==> config.mk <==
export PLATFORM = sky130hd
export DESIGN_NAME = uart_word_loader_flat
export DESIGN_NICKNAME = d
export VERILOG_FILES = /design/src/rtl/uart_word_loader_if.sv /design/src/rtl/uart_word_loader.sv /design/src/flat_wrapper.sv
export SDC_FILE = /design/constraint.sdc
export NUM_CORES = 1
export LEC_CHECK = 0
export BUFFER_PORTS_ARGS = -buffer_cell sky130_fd_sc_hd__buf_2
export CAP_MARGIN = 20
export CELL_PAD_IN_SITES_DETAIL_PLACEMENT = 1
export CELL_PAD_IN_SITES_GLOBAL_PLACEMENT = 1
export CORE_ASPECT_RATIO = 1.75
export CORE_UTILIZATION = 40
export CTS_CLUSTER_DIAMETER = 200
export DETAILED_ROUTE_END_ITERATION = 7
export GPL_TIMING_DRIVEN = 1
export PLACE_DENSITY = 0.73
export SLEW_MARGIN = 20
export SYNTH_ARGS = -nofsm -noshare
export SYNTH_HDL_FRONTEND = slang
export SYNTH_SLANG_ARGS = --single-unit
export TNS_END_PERCENT = 10
==> constraint.sdc <==
create_clock -name clk -period 3.15 [get_ports clk]
set_input_delay 0.315 -clock clk [delete_from_list [all_inputs] [get_ports clk]]
set_output_delay 0.315 -clock clk [all_outputs]
set_load 0.01 [all_outputs]
==> src/rtl/uart_word_loader_if.sv <==
// Memory write port driven by the UART word loader.
interface uart_word_loader_if #(
  parameter int ADDR_W = 10,
  parameter int DATA_W = 32
);
  logic              wr_en;
  logic [ADDR_W-1:0] wr_addr;
  logic [DATA_W-1:0] wr_data;

  modport master (output wr_en, output wr_addr, output wr_data);
  modport slave  (input  wr_en, input  wr_addr, input  wr_data);
endinterface

==> src/rtl/uart_word_loader.sv <==
// Serial program loader: 8N1 UART receiver feeding a word assembler that
// issues one memory write per completed word with an auto-incrementing
// address. Adds stop-bit framing checks, inter-byte timeout resync and
// address wrap tracking.
module uart_word_loader #(
  parameter int CLKS_PER_BIT  = 87,
  parameter int WORD_BYTES    = 4,
  parameter int ADDR_W        = 10,
  parameter int LITTLE_ENDIAN = 1,
  parameter int TIMEOUT_CLKS  = 87*40
) (
  input  logic                clk,
  input  logic                rst_n,
  input  logic                rx_serial,
  input  logic                start,
  uart_word_loader_if.master  wr_port,
  output logic [ADDR_W:0]     word_count,
  output logic                frame_err,
  output logic                timeout_err,
  output logic                wrapped,
  output logic                busy
);

  localparam int CW = $clog2(CLKS_PER_BIT);
  localparam int DW = 8*WORD_BYTES;
  localparam int KW = (WORD_BYTES > 1) ? $clog2(WORD_BYTES) : 1;
  localparam int TW = $clog2(TIMEOUT_CLKS + 1);

  localparam logic [CW-1:0] CNT_LAST = CW'(CLKS_PER_BIT - 1);
  localparam logic [CW-1:0] CNT_HALF = CW'((CLKS_PER_BIT - 1) / 2);
  localparam logic [KW-1:0] K_LAST   = KW'(WORD_BYTES - 1);
  localparam logic [TW-1:0] T_LAST   = TW'(TIMEOUT_CLKS - 1);

  localparam logic [2:0] ST_IDLE      = 3'd0;
  localparam logic [2:0] ST_START     = 3'd1;
  localparam logic [2:0] ST_DATA      = 3'd2;
  localparam logic [2:0] ST_STOP      = 3'd3;
  localparam logic [2:0] ST_WAIT_HIGH = 3'd4;

  logic          rx_meta, rx_sync;
  logic [2:0]    state;
  logic [CW-1:0] bit_cnt;
  logic [2:0]    bit_idx;
  logic [7:0]    rx_shift;
  logic          byte_valid;
  logic          stop_ok, stop_bad, start_det;

  logic [KW-1:0]     k;
  logic [KW-1:0]     lane;
  logic [DW-1:0]     word, word_next;
  logic [TW-1:0]     tcnt;
  logic              wr_en_q;
  logic [ADDR_W-1:0] wr_addr_q;

  assign stop_ok   = (state == ST_STOP) && (bit_cnt == CNT_LAST) &&  rx_sync;
  assign stop_bad  = (state == ST_STOP) && (bit_cnt == CNT_LAST) && !rx_sync;
  assign start_det = (state == ST_IDLE) && !rx_sync;

  // Two-flop synchroniser for the asynchronous RX line (idles high).
  always_ff @(posedge clk or negedge rst_n) begin
    if (!rst_n) begin
      rx_meta <= 1'b1;
      rx_sync <= 1'b1;
    end else begin
      rx_meta <= rx_serial;
      rx_sync <= rx_meta;
    end
  end

  // UART receive FSM: mid-bit sampling, LSB first, stop-bit check.
  always_ff @(posedge clk or negedge rst_n) begin
    if (!rst_n) begin
      state      <= ST_IDLE;
      bit_cnt    <= '0;
      bit_idx    <= '0;
      rx_shift   <= '0;
      byte_valid <= 1'b0;
    end else begin
      byte_valid <= stop_ok;
      case (state)
        ST_IDLE: begin
          if (!rx_sync) begin
            state   <= ST_START;
            bit_cnt <= '0;
          end
        end
        ST_START: begin
          if (bit_cnt == CNT_HALF) begin
            bit_cnt <= '0;
            bit_idx <= '0;
            state   <= rx_sync ? ST_IDLE : ST_DATA;
          end else begin
            bit_cnt <= bit_cnt + 1'b1;
          end
        end
        ST_DATA: begin
          if (bit_cnt == CNT_LAST) begin
            bit_cnt  <= '0;
            rx_shift <= {rx_sync, rx_shift[7:1]};
            bit_idx  <= bit_idx + 1'b1;
            if (bit_idx == 3'd7) state <= ST_STOP;
          end else begin
            bit_cnt <= bit_cnt + 1'b1;
          end
        end
        ST_STOP: begin
          if (bit_cnt == CNT_LAST) begin
            bit_cnt <= '0;
            state   <= rx_sync ? ST_IDLE : ST_WAIT_HIGH;
          end else begin
            bit_cnt <= bit_cnt + 1'b1;
          end
        end
        ST_WAIT_HIGH: begin
          if (rx_sync) state <= ST_IDLE;
        end
        default: state <= ST_IDLE;
      endcase
    end
  end

  // Merge the received byte into its lane of the partial word.
  always_comb begin
    word_next = word;
    lane      = (LITTLE_ENDIAN != 0) ? k : (K_LAST - k);
    for (int unsigned i = 0; i < WORD_BYTES; i++) begin
      if (lane == KW'(i)) word_next[8*i +: 8] = rx_shift;
    end
  end

  // Word assembly, write strobe, address/count tracking, timeout and flags.
  // start outranks everything here, but the RX FSM keeps running so a frame
  // already in flight becomes byte 0 of the next word.
  always_ff @(posedge clk or negedge rst_n) begin
    if (!rst_n) begin
      k           <= '0;
      word        <= '0;
      tcnt        <= '0;
      wr_en_q     <= 1'b0;
      wr_addr_q   <= '0;
      word_count  <= '0;
      frame_err   <= 1'b0;
      timeout_err <= 1'b0;
      wrapped     <= 1'b0;
    end else begin
      wr_en_q <= 1'b0;
      if (start) begin
        k           <= '0;
        word        <= '0;
        tcnt        <= '0;
        wr_addr_q   <= '0;
        word_count  <= '0;
        frame_err   <= 1'b0;
        timeout_err <= 1'b0;
        wrapped     <= 1'b0;
      end else begin
        if (wr_en_q) begin
          wr_addr_q <= wr_addr_q + 1'b1;
          if (wr_addr_q == '1) wrapped <= 1'b1;
          if (word_count != '1) word_count <= word_count + 1'b1;
        end
        if (stop_bad) begin
          frame_err <= 1'b1;
          k         <= '0;
          word      <= '0;
          tcnt      <= '0;
        end else if (byte_valid) begin
          tcnt <= '0;
          word <= word_next;
          if (k == K_LAST) begin
            wr_en_q <= 1'b1;
            k       <= '0;
          end else begin
            k <= k + 1'b1;
          end
        end else if ((k != '0) && (state == ST_IDLE) && !start_det) begin
          if (tcnt == T_LAST) begin
            k           <= '0;
            word        <= '0;
            tcnt        <= '0;
            timeout_err <= 1'b1;
          end else begin
            tcnt <= tcnt + 1'b1;
          end
        end else begin
          tcnt <= '0;
        end
      end
    end
  end

  assign busy            = (state != ST_IDLE) || (k != '0) || byte_valid;
  assign wr_port.wr_en   = wr_en_q;
  assign wr_port.wr_addr = wr_addr_q;
  assign wr_port.wr_data = word;

endmodule

==> src/flat_wrapper.sv <==
// flat-port wrapper written by rule: the top's interface ports become plain ports
module uart_word_loader_flat 
#(
  parameter int CLKS_PER_BIT  = 87,
  parameter int WORD_BYTES    = 4,
  parameter int ADDR_W        = 10,
  parameter int LITTLE_ENDIAN = 1,
  parameter int TIMEOUT_CLKS  = 87*40
)
  (clk, rst_n, rx_serial, start, word_count, frame_err, timeout_err, wrapped, busy, wr_port_wr_en, wr_port_wr_addr, wr_port_wr_data);
  uart_word_loader_if #(.ADDR_W(ADDR_W), .DATA_W(32)) wr_port_i ();
  input  logic clk;
  input  logic rst_n;
  input  logic rx_serial;
  input  logic start;
  output logic [ADDR_W:0] word_count;
  output logic frame_err;
  output logic timeout_err;
  output logic wrapped;
  output logic busy;
  output wire logic [$bits(wr_port_i.wr_en)-1:0] wr_port_wr_en;
  output wire logic [$bits(wr_port_i.wr_addr)-1:0] wr_port_wr_addr;
  output wire logic [$bits(wr_port_i.wr_data)-1:0] wr_port_wr_data;
  assign wr_port_wr_en = wr_port_i.wr_en;
  assign wr_port_wr_addr = wr_port_i.wr_addr;
  assign wr_port_wr_data = wr_port_i.wr_data;
  uart_word_loader #(.CLKS_PER_BIT(CLKS_PER_BIT), .WORD_BYTES(WORD_BYTES), .ADDR_W(ADDR_W), .LITTLE_ENDIAN(LITTLE_ENDIAN), .TIMEOUT_CLKS(TIMEOUT_CLKS)) u_core (.clk(clk), .rst_n(rst_n), .rx_serial(rx_serial), .start(start), .wr_port(wr_port_i), .word_count(word_count), .frame_err(frame_err), .timeout_err(timeout_err), .wrapped(wrapped), .busy(busy));
endmodule
# Word-level counts from Yosys, hierarchy flattened
# Index checks and enable logic that the tools add are counted.
# classes
add_sub_neg	6
eq_ne	25
n_mux	55
reduce_logical	37
# op_table
op	count
$mux W32	5
$mux W12	5
$mux W11	3
$mux W8	4
$mux W3	9
$mux W7	3
$pmux W7 S3	1
$mux W10	2
$ne A4 B4 Y1 const B	4
$reduce_bool A2 Y1	8
$pmux W3 S5	1
$reduce_and A3 Y1	5
$mux W1	14
$mux W2	7
$add A12 B1 Y12 const B	1
$eq A12 B12 Y1 const B	1
$add A11 B1 Y11 const B	1
$ne A11 B11 Y1 const B	1
$add A10 B1 Y10 const B	1
$eq A10 B10 Y1 const B	1
$reduce_and A2 Y1	5
$ne A2 B1 Y1 const B	4
$ne A2 B2 Y1 const B	4
$reduce_bool A4 Y1	2
other kinds (20)	31
# totals
register_bits	95
input_bits	4
output_inout_bits	58

# Longest topological paths before layout
# Gate-level depths: netlist of the first run.
# logic_depth
ltp_word	8
mapped_depth	8

# Worst setup path after synthesis of the first run
# OpenSTA, ideal clock, no wires.
# synth_timing
kind	register to register
from	reg u_core.bit_cnt[0]
to	reg u_core.rx_shift[0]
t_arrival_ns	1.636
required_time_ns	3.025
path_slack_ns	1.389
path_stages_with_launch	8
path_buffers	1
path_cell_list	dfrtp_1 > inv_1 > ha_1 > and4_1 > buf_4 > nand2_4 > nor3_4 > mux2_2
# synth_via
elab_chain_cells	2
# synth_rtl
item	line	text
start: declaration	uart_word_loader.sv:42	logic [CW-1:0] bit_cnt;
start signal: assignment	uart_word_loader.sv:93	bit_cnt <= bit_cnt + 1'b1;
start signal: assignment	uart_word_loader.sv:103	bit_cnt <= bit_cnt + 1'b1;
start signal: assignment	uart_word_loader.sv:111	bit_cnt <= bit_cnt + 1'b1;
$eq A7 B7 Y1	uart_word_loader.sv:97	if (bit_cnt == CNT_LAST) begin
$reduce_and A2 Y1 (no source line)	n/a	
end signal: assignment	uart_word_loader.sv:99	rx_shift <= {rx_sync, rx_shift[7:1]};
end: declaration	uart_word_loader.sv:44	logic [7:0] rx_shift;
# Every way passes these cells.
# A chain may end at the register's enable or synchronous reset.

# Worst setup path after layout of the first run
# layout_timing
from	reg u_core.k[0]
to	reg u_core.tcnt[11]
# layout_via
elab_chain_cells	7
# layout_rtl
item	line	text
start: declaration	uart_word_loader.sv:48	logic [KW-1:0] k;
start signal: assignment	uart_word_loader.sv:174	k <= k + 1'b1;
$reduce_bool A2 Y1	uart_word_loader.sv:176	end else if ((k != '0) && (state == ST_IDLE) && !start_det) begin
$logic_and A1 B1 Y1 (2 in series)	uart_word_loader.sv:176	
$mux W12	uart_word_loader.sv:176	
$mux W12	uart_word_loader.sv:167	end else if (byte_valid) begin
$mux W12	uart_word_loader.sv:162	if (stop_bad) begin
$mux W12	uart_word_loader.sv:147	if (start) begin
end signal: assignment	uart_word_loader.sv:183	tcnt <= tcnt + 1'b1;
end: declaration	uart_word_loader.sv:51	logic [TW-1:0] tcnt;
# Every way passes these cells.

==> results of run 1 <==
## cells by family after synthesis
group,after synthesis
mux,12
compound gates,86
flops,95
simple gates,195
xor+xnor,21
fa+ha+maj,12
buf+inv,34
## area by class of cell
| type | count | area [um2] | share of cell area, % |
|---|---|---|---|
| Clock buffer | 10 | 239 | 4.60 |
| Clock inverter | 6 | 70.1 | 1.35 |
| Multi-Input combinational cell | 326 | 1960 | 37.7 |
| Tap cell | 130 | 163 | 3.13 |
| Timing Repair Buffer | 64 | 334 | 6.43 |
| Inverter | 13 | 48.8 | 0.940 |
| Sequential cell | 95 | 2380 | 45.8 |
## flip-flops by register name (all words and copies together) (netlist names)
register	cells
u_core.bit_cnt	7
u_core.bit_idx	3
u_core.byte_valid	1
u_core.frame_err	1
u_core.k	2
u_core.rx_meta	1
u_core.rx_shift	8
u_core.rx_sync	1
u_core.state	3
u_core.tcnt	12
u_core.timeout_err	1
u_core.word_count	11
u_core.wr_port.wr_addr	10
u_core.wr_port.wr_data	32
u_core.wr_port.wr_en	1
u_core.wrapped	1
## stage by stage
| step | instance area, um2 | setup WS, ns | utilization, % | power (mW) |
|---|---|---|---|---|
| 6_report | 5190 | 1.10 | 48.0 | 2.45 |
| 2_1_floorplan | 4480 | 1.39 | - | 1.30 |
| 4_1_cts | 5190 | 1.07 | 47.9 | 2.48 |
| 3_3_place_gp | 4880 | 1.22 | 45.1 | 1.34 |
| 5_1_grt | 5190 | 0.918 | 48.0 | 2.53 |
| 3_5_place_dp | 4880 | 1.11 | 45.1 | 1.35 |
## routing by layer
metal	GRT usage (%)	share of wire, %	up-vias	wire, um
met5	0	0	-	0
met4	8.31	2.3	0	251
met3	4.42	2.5	17	282
met2	37.5	55	61	6130
met1	23.6	40	1819	4440
li1	-	-	1715	-
## worst max-delay path by stage
stage	depth (start not counted)	slack, ns	endpoint
5_1_grt	6	0.92	u_core.tcnt[11]$_DFF_PN0_
4_1_cts	6	1.07	u_core.tcnt[11]$_DFF_PN0_
6_report	6	1.10	u_core.tcnt[11]$_DFF_PN0_
3_3_place_gp	6	1.22	u_core.rx_shift[2]$_DFFE_PN0P_
3_5_place_dp	6	1.11	u_core.tcnt[11]$_DFF_PN0_
2_1_floorplan	7	1.39	u_core.rx_shift[0]$_DFFE_PN0P_
## worst max-delay path: cells and delay by family (launching register included)
family	cells	cell delay, ns
fa+ha+maj	1	0.36
buf+inv	1	0.11
flops	1	0.38
simple gates	4	1.11
## placed cells by master, fill, tap and decap left out, drive strengths merged, types with 2 or more instances in the layout
| cell type | synthesis | final |
|---|---|---|
| o221ai | 2 | 2 |
| and2 | 2 | 2 |
| a21boi | 2 | 2 |
| mux2 | 9 | 9 |
| dfstp | 2 | 2 |
| o211ai | 3 | 3 |
| a311oi | 3 | 3 |
| mux2i | 3 | 3 |
| xor2 | 8 | 8 |
| nor2b | 4 | 4 |
| a2111oi | 3 | 3 |
| inv | 13 | 13 |
| a41oi | 2 | 2 |
| or3 | 6 | 6 |
| nor3 | 12 | 12 |
| clkinvlp | 0 | 3 |
| xnor2 | 13 | 13 |
| a31oi | 4 | 4 |
| nand2b | 2 | 2 |
| dfrtp | 93 | 93 |
| o31ai | 2 | 2 |
| clkbuf | 9 | 10 |
| ha | 12 | 12 |
| nand3 | 47 | 47 |
| and3 | 2 | 2 |
| o21bai | 4 | 4 |
| nand4 | 7 | 7 |
| nor4 | 5 | 5 |
| buf | 12 | 64 |
| nand2 | 59 | 59 |
| and4 | 3 | 3 |
| and4b | 2 | 2 |
| nor2 | 39 | 39 |
| clkinv | 0 | 2 |
| a21oi | 42 | 42 |
| a22o | 2 | 2 |
| o21ai | 10 | 10 |
## power by group through the flow
stage               logic [mW]  registers, mW  clock network, mW
floorplan               0.0446           1.26                  0
global placement        0.0758           1.27                  0
CTS                     0.0791           1.24               1.16
detailed placement      0.0789           1.27                  0
global route            0.0879           1.25               1.20
finish                  0.0765           1.24               1.12
==> run summary, run 1 <==
reg2reg path depth: 6
I/O pin count: 62
internal power: 1.89 mW
Cells after Synth: 455
endpoint type of the worst setup path: flip-flop
Clock transition at path regs: 0.07 ns
remaining antenna violation count: 0
Cell variety after synth: 54
clock share of power: 46.0%
Pwr Density: 471 nW/um2
Worst Setup SP: u_core.k[0]$_DFFE_PN0P_
Reg power frac: 50.9%
first-pass GRT wire length: 18600 um
drc violations: 0
syn nets: 471
CTS tree: built
# hold bufs at CTS: 0
Synth Area per Inst: 9.84 um2
antenna violations before repair: 0
RSZ-0062 raised after global routing: no
Max-slew headroom: 51.0%
pin count of the biggest net entering global routing: 81
min Tclk post-route: 2.05 ns
# rows: 50
Final Non-Filler Cells: 644
Peak VDD IR: 0.328 mV
dominant cells by area after synthesis: dfrtp_1, nand3_1, nand2_1
total track usage: 21.0%
layout cell share with drive strength beyond 1: 19.1%
worst slew pin tran: 0.735 ns
Compound-Gate Fraction of Synth Area: 11.9%
Synth async-reset ratio: 100%
FF-to-FF End: u_core.tcnt[11]$_DFF_PN0_
Die Footprint: 11600 um2
post-synthesis mux area share: 2.94%
Filler cells: 1271
Critical Path RT: 3.41 ns
Synth Area in Adders: 3.35%
drt first pass iters: 4
setup violators final: 0
Setup crit start kind: flip-flop
CTS resizes: 0
Skew-Pair Late Insertion Delay: 0.35 ns
start of the worst register-to-register path: u_core.k[0]$_DFFE_PN0P_
RePlAce Congestion: 0.775
sequential-to-total area share from yosys stat: 53.2%
combinational share of power: 3.1%
most frequent cell after synthesis: dfrtp_1
Simple-Gate Fraction of Synth Area: 21.4%
count of final hold-check violations: 0
Leakage: 2.32 nW
flop-to-flop setup slack: 1.10 ns
final setup TNS: 0 ns
final wirelength: 11100 um
CP max stage delay: 0.57 ns
Max Clock Skew: 0.00954 ns
Num CTS Buffers: 9
I/O Buffers: 61
Die Span Y: 142 um
MaxCap Viol Count: 0
dpl cells: 628
max frequency: 489 MHz
sw power: 0.559 mW
P&R area growth vs syn: 16.0%
Routed wire per std cell: 17.2 um
Commonest cells post-synth: dfrtp_1, nand2_1, nand3_1
Diodes inserted: 0
Yosys reg bits: 95
postcts setup bufs: 0
Sw Share: 22.8%
root buffer cell: clkbuf_16
WP data arrival: 2.31 ns
H-tree depth: 3
clock sink total: 95
worst hold slack: 0.0105 ns
CTS max path bufs: 2
Mapped Area: 4480 um2
share of the synthesized area in the top cell type: 52.0%
xor and xnor fraction of the mapped netlist area: 4.11%
Synth Flop Type: dfrtp_1
Hold Crit Class: input port to asynchronous set/reset pin
die width: 82.0 um
Remaining Overflow, GRT: 0
Final Slew Violations: 0
vias in the first global route: 3837
EDFF count, synth: 0
worst path cell trace: inv_1 > ha_1 > nor2b_1 > nand2_1 > or3b_1 > nor2_1
area of the core: 10800 um2
status: finished clean
Slowest-stage cell, CP: or3b_1
synth warn: 0
CP max FO: 11
drt initial violations: 115
Final #Nets: 525
vias per cell: 5.61
area leader, netlist: dfrtp_1
routed via count: 3612
WS Path Type: flip-flop to flip-flop
fin crit share: 64.9%
DP HPWL: 7750 um
largest family of logic cells by synthesized area: simple AND/OR/NAND/NOR gates
Initial Util: 41.4%
(Power assumes the default switching activity.)
==> inputs of run 2 (changes only) <==
==> constraint.sdc (replaced) <==
create_clock -name clk -period 1.99 [get_ports clk]
set_input_delay 0.199 -clock clk [delete_from_list [all_inputs] [get_ports clk]]
set_output_delay 0.199 -clock clk [all_outputs]
set_load 0.01 [all_outputs]
==> run summary, run 2 (synthesis gave the netlist of run 1 again) <==
drt initial violations: 118 (+2.6%)
clock sink total: 95 (unchanged)
Max Clock Skew: 0.00506 ns (-0.00448 ns)
CP max FO: 9 (-2)
Num CTS Buffers: 9 (unchanged)
I/O pin count: 62 (unchanged)
endpoint type of the worst setup path: flip-flop
routed via count: 3666 (+1.5%)
Critical Path RT: 2.21 ns (-1.20 ns)
MaxCap Viol Count: 0 (unchanged)
remaining antenna violation count: 0 (unchanged)
worst hold path depth: 2
RSZ-0062 raised after global routing: no
antenna violations before repair: 0 (unchanged)
RePlAce Congestion: 0.787 (+1.5%)
CTS tree: built
CTS max path bufs: 2 (unchanged)
met2 usage: 38.5% (+0.96 points)
reg2reg path depth: 6 (unchanged)
Initial Util: 41.4% (unchanged)
vias in the first global route: 3791 (-1.2%)
most common cell after layout, fill and taps aside: dfrtp_1
Diodes inserted: 0 (unchanged)
layout cell share with drive strength beyond 1: 21.3% (+2.3 points)
max reg flops: 32 (unchanged)
Max-slew headroom: 69.3% (+18 points)
Hold Crit Endpoint: u_core.frame_err$_DFFE_PN0P_
Skew-Pair Late Insertion Delay: 0.34 ns (about the same)
most frequent cells in the layout: dfrtp_1, buf_2, nand2_1, nand3_1, a21oi_1
setup violators final: 0 (unchanged)
FF-to-FF End: u_core.rx_shift[4]$_DFFE_PN0P_
pin count of the biggest net entering global routing: 40 (-51%)
Setup crit start kind: flip-flop
worst slew pin tran: 0.448 ns (-0.286 ns)
drc violations: 0 (unchanged)
Filler cells: 1261 (-0.79%)
first-pass GRT wire length: 18800 um (+0.97%)
H-tree depth: 3 (unchanged)
Pwr Density: 724 nW/um2 (+54%)
Remaining Overflow, GRT: 0 (unchanged)
Clock transition at path regs: 0.06 ns (about the same)
Hold Crit Class: input port to flip-flop
DP HPWL: 8000 um (+3.3%)
Top Usage Layer GRT: met2
final setup TNS: 0 ns (unchanged)
M3 GR Usage: 3.65% (-0.77 points)
Multi-input gate area: 1960 um2 (+0.13%)
P&R area growth vs syn: 19.1%
# rows: 50 (unchanged)
final wirelength: 11200 um (+0.81%)
area of the core: 10800 um2 (unchanged)
flop-to-flop setup slack: 0.15 ns (-0.95 ns)
postcts setup bufs: 0 (unchanged)
max frequency: 544 MHz (+11%)
die width: 82.0 um (unchanged)
Routed wire per std cell: 17.0 um (-1.6%)
WS Path Type: flip-flop to flip-flop
total track usage: 21.1% (+0.056 points)
I/O Buffers: 61 (unchanged)
count of final hold-check violations: 0 (unchanged)
fin crit share: 92.3% (+27 points)
Peak VDD IR: 0.478 mV (+46%)
Register Area: 2380 um2 (unchanged)
Leakage: 2.42 nW (+4.2%)
drt first pass iters: 4 (unchanged)
status: finished clean
Final Total Pwr: 3.86 mW (+58%)
min Tclk post-route: 1.84 ns (-0.208 ns)
start of the worst register-to-register path: u_core.bit_cnt[0]$_DFFE_PN0P_
vias per cell: 5.55 (-0.97%)
root buffer cell: clkbuf_16
Die Span Y: 142 um (unchanged)
Die Footprint: 11600 um2 (unchanged)
met1 Use GR: 24.1% (+0.48 points)
Final #Nets: 541 (+3.0%)
min-delay src: start
WP data arrival: 2.06 ns (-0.25 ns)
Final Slew Violations: 0 (unchanged)
## run 2: cell count changes in the layout (fill, tap and decap cells not counted)
cell,previous run,this run
buf_4,3,16
clkinv_2,0,4
clkinvlp_4,3,0
buf_12,0,2
clkinv_4,2,0
dlygate4sd3_1,0,2
buf_6,1,0
inv_6,0,1
or3b_1,1,0
or3b_4,0,1
## run 2: power breakdown
group	switching, mW	internal [mW]
Combinational	0.110	0.0488
Sequential	0.0131	1.95
Clock	0.738	1.00
## run 2: how the worst max path moves through the flow
stage	startpoint	endpoint	slack (ns)	depth (start not counted)
floorplan	u_core.bit_cnt[0]$_DFFE_PN0P_	u_core.rx_shift[0]$_DFFE_PN0P_	0.23	7
global placement	u_core.bit_cnt[0]$_DFFE_PN0P_	u_core.rx_shift[4]$_DFFE_PN0P_	0.20	6
detailed placement	u_core.bit_cnt[0]$_DFFE_PN0P_	u_core.rx_shift[4]$_DFFE_PN0P_	0.09	6
CTS	u_core.bit_cnt[0]$_DFFE_PN0P_	u_core.rx_shift[4]$_DFFE_PN0P_	0.09	6
global route	u_core.bit_cnt[0]$_DFFE_PN0P_	u_core.bit_cnt[5]$_DFFE_PN0P_	0.03	7
finish	u_core.bit_cnt[0]$_DFFE_PN0P_	u_core.rx_shift[4]$_DFFE_PN0P_	0.15	6
## run 2: worst max-delay path: stages (launching register included)
cell and delay [ns]:
dfrtp_1 0.42, inv_1 0.07, ha_1 0.13, and4_1 0.25, nand2_4 0.09, nor3_4 0.35, mux2_2 0.40
## run 2: repair_timing
item / 4_1_cts / 5_1_grt
gates resized for setup: 0 / 1
setup endpoints to repair: 0 / 11
endpoints found under the hold margin: 33 / 0
hold buffers: 2 / 0
## run 2: area by class of cell
class	count	area share, %
inverter	13	0.915
clock inverter	6	1.10
multi-input combinational	326	36.8
tap	130	3.05
sequential	95	44.6
timing repair buffer	80	9.01
clock buffer	10	4.48
## run 2: metal layers
metal / routed length, um / vias up
li1: - / 1745
met1: 4560 / 1863
met2: 6220 / 47
met3: 256 / 11
met4: 151 / 0
met5: 0 / -
## run 2: per-stage QoR
stage,utilization (%),cells,area (um2),hold slack [ns],setup slack (ns)
detailed placement,46.3,642,5010,0.195,0.0908
finish,49.2,660,5330,0.0913,0.153
global route,49.2,660,5330,0.0973,0.0276
CTS,49.2,660,5330,0.0904,0.0883
floorplan,-,455,4480,-0.0966,0.229
global placement,46.3,642,5010,0.186,0.205
==> inputs of run 3 (changes only) <==
--- a/config.mk
+++ b/config.mk
@@ -10,11 +10,12 @@
 export CELL_PAD_IN_SITES_DETAIL_PLACEMENT = 1
 export CELL_PAD_IN_SITES_GLOBAL_PLACEMENT = 1
 export CORE_ASPECT_RATIO = 1.75
+export CORE_MARGIN = 4
 export CORE_UTILIZATION = 40
 export CTS_CLUSTER_DIAMETER = 200
 export DETAILED_ROUTE_END_ITERATION = 7
 export GPL_TIMING_DRIVEN = 1
-export PLACE_DENSITY = 0.73
+export PLACE_DENSITY_LB_ADDON = 0.1
 export SLEW_MARGIN = 20
 export SYNTH_ARGS = -nofsm -noshare
 export SYNTH_HDL_FRONTEND = slang
==> constraint.sdc (replaced) <==
create_clock -name clk -period 1.99 [get_ports clk]
set_input_delay 0.398 -clock clk [delete_from_list [all_inputs] [get_ports clk]]
set_output_delay 0.398 -clock clk [all_outputs]
set_load 0.01 [all_outputs]
==> run summary, run 3 (synthesis gave the netlist of run 1 again) <==
count of final hold-check violations: 0 (unchanged)
Skew-Pair Late Insertion Delay: 0.34 ns (about the same)
post-layout util: 49.1% (-0.17 points)
vias per cell: 5.52 (-0.63%)
Setup crit start kind: flip-flop
Critical Path RT: 2.21 ns (about the same)
combinational share of power: 4.0% (about the same)
reg2reg path depth: 6 (unchanged)
final worst slack: 0.134 ns (-0.0187 ns)
worst path cell trace: inv_1 > ha_1 > and4_1 > nand2_4 > nor3_4 > mux2_2
Slowest-stage cell, CP: dfrtp_1
vias in the first global route: 3825 (+0.90%)
critical path depth: 6 (unchanged)
Die Footprint: 13000 um2 (+12%)
Worst Path Buf+Inv: 1 (unchanged)
drt first pass iters: 4 (unchanged)
die width: 88.0 um (+7.3%)
Max Clock Skew: 0.00659 ns (+0.00152 ns)
Final Total Pwr: 3.81 mW (-1.4%)
postcts setup bufs: 0 (unchanged)
first-pass GRT wire length: 19100 um (+1.5%)
pin count of the biggest net entering global routing: 40 (unchanged)
start of the worst register-to-register path: u_core.bit_cnt[0]$_DFFE_PN0P_
WS Path Type: flip-flop to flip-flop
endpoint type of the worst setup path: flip-flop
DP HPWL: 8020 um (+0.22%)
flop-to-flop setup slack: 0.13 ns (-0.02 ns)
area of the core: 10800 um2 (unchanged)
root buffer cell: clkbuf_16
P&R area growth vs syn: 18.7%
RePlAce Congestion: 0.800 (+1.6%)
Pwr Density: 717 nW/um2 (-1.0%)
Max-slew headroom: 66.8% (-2.5 points)
most frequent cells in the layout: dfrtp_1, buf_2, nand2_1, nand3_1, a21oi_1
most common cell after layout, fill and taps aside: dfrtp_1
MaxCap Viol Count: 0 (unchanged)
H-tree depth: 3 (unchanged)
Routed wire per std cell: 17.0 um (+0.33%)
Worst Setup SP: u_core.bit_cnt[0]$_DFFE_PN0P_
sw power: 0.850 mW (-1.2%)
Setup WS pre-CTS: 0.132 ns (+0.0412 ns)
status: finished clean
max reg flops: 32 (unchanged)
routed via count: 3632 (-0.93%)
CP max stage delay: 0.42 ns (about the same)
Final Non-Filler Cells: 658 (-0.30%)
clock sink total: 95 (unchanged)
total track usage: 18.4% (-2.7 points)
CTS tree: built
final setup TNS: 0 ns (unchanged)
I/O Buffers: 61 (unchanged)
Worst path top cell family by delay: simple AND/OR/NAND/NOR gates
layout cell share with drive strength beyond 1: 21.4% (+0.081 points)
clock share of power: 44.5% (-0.6 points)
setup violators final: 0 (unchanged)
Final Slew Violations: 0 (unchanged)
drc violations: 0 (unchanged)
Remaining Overflow, GRT: 0 (unchanged)
CP max FO: 9 (unchanged)
Clock transition at path regs: 0.06 ns (about the same)
# rows: 50 (unchanged)
WP data arrival: 2.08 ns (+0.02 ns)
internal power: 2.96 mW (-1.4%)
Initial Util: 41.4% (unchanged)
antenna violations before repair: 0 (unchanged)
Hold Crit Class: input port to asynchronous set/reset pin
CTS max path bufs: 2 (unchanged)
Leakage: 2.41 nW (-0.30%)
Sw Share: 22.3% (+0.037 points)
I/O pin count: 62 (unchanged)
Diodes inserted: 0 (unchanged)
FF-to-FF End: u_core.rx_shift[3]$_DFFE_PN0P_
worst slew pin tran: 0.485 ns (+0.0369 ns)
max frequency: 539 MHz (-1.0%)
Peak VDD IR: 0.427 mV (-11%)
remaining antenna violation count: 0 (unchanged)
Die Span Y: 148 um (+4.2%)
final wirelength: 11200 um (about the same)
Num CTS Buffers: 9 (unchanged)
fin crit share: 93.3% (+0.94 points)
drt initial violations: 156 (+32%)
Reg power frac: 51.4% (+0.7 points)
min Tclk post-route: 1.86 ns (+0.0187 ns)
dpl cells: 642 (unchanged)
RSZ-0062 raised after global routing: no
Final #Nets: 539 (-0.37%)
==> run 3: worst reg2reg max path, stage by stage, from the launching register on <==
cell and delay, ns:
dfrtp_1 0.42, inv_1 0.08, ha_1 0.14, and4_1 0.25
nand2_4 0.08, nor3_4 0.39, mux2_2 0.39
==> run 3: per-stage QoR <==
stage               instance area [um2]  hold WS [ns]
floorplan                          4480         0.102
global placement                   5020         0.351
detailed placement                 5020         0.350
CTS                                5310        0.0410
global route                       5310        0.0627
finish                             5310        0.0327
==> run 3: what timing repair did <==
item,CTS,global route
endpoints found under the setup margin,0,1
hold buffers,0,0
endpoints found under the hold margin,0,0
resized for setup,0,1
==> run 3: cell type report <==
type / instances / area, um2
Clock buffer: 9 / 225
Clock inverter: 7 / 63.8
Fill cell: 1259 / 5510
Inverter: 13 / 48.8
Multi-Input combinational cell: 326 / 1960
Sequential cell: 95 / 2380
Tap cell: 130 / 163
Timing Repair Buffer: 78 / 473
==> run 3: metal layers <==
layer | wire length, um | global-route usage (%)
met1 | 4630 | 22.3
met2 | 6020 | 32.3
met3 | 342 | 3.18
met4 | 200 | 6.07
met5 | 0 | 0
==> run 3: how the worst max path moves through the flow <==
stage                                endpoint  slack (ns)
3_3_place_gp   u_core.rx_shift[0]$_DFFE_PN0P_        0.20
5_1_grt        u_core.rx_shift[3]$_DFFE_PN0P_       0.004
4_1_cts                                  busy        0.07
3_5_place_dp   u_core.rx_shift[3]$_DFFE_PN0P_        0.13
2_1_floorplan  u_core.rx_shift[0]$_DFFE_PN0P_        0.23
6_report       u_core.rx_shift[3]$_DFFE_PN0P_        0.13
==> run 3: power by group through the flow <==
| stage | clock [mW] | sequential [mW] | combinational [mW] |
|---|---|---|---|
| detailed placement | 0 | 1.99 | 0.158 |
| floorplan | 0 | 1.99 | 0.0706 |
| global route | 1.83 | 1.96 | 0.178 |
| global placement | 0 | 1.99 | 0.155 |
| CTS | 1.75 | 1.96 | 0.160 |
| finish | 1.70 | 1.96 | 0.153 |
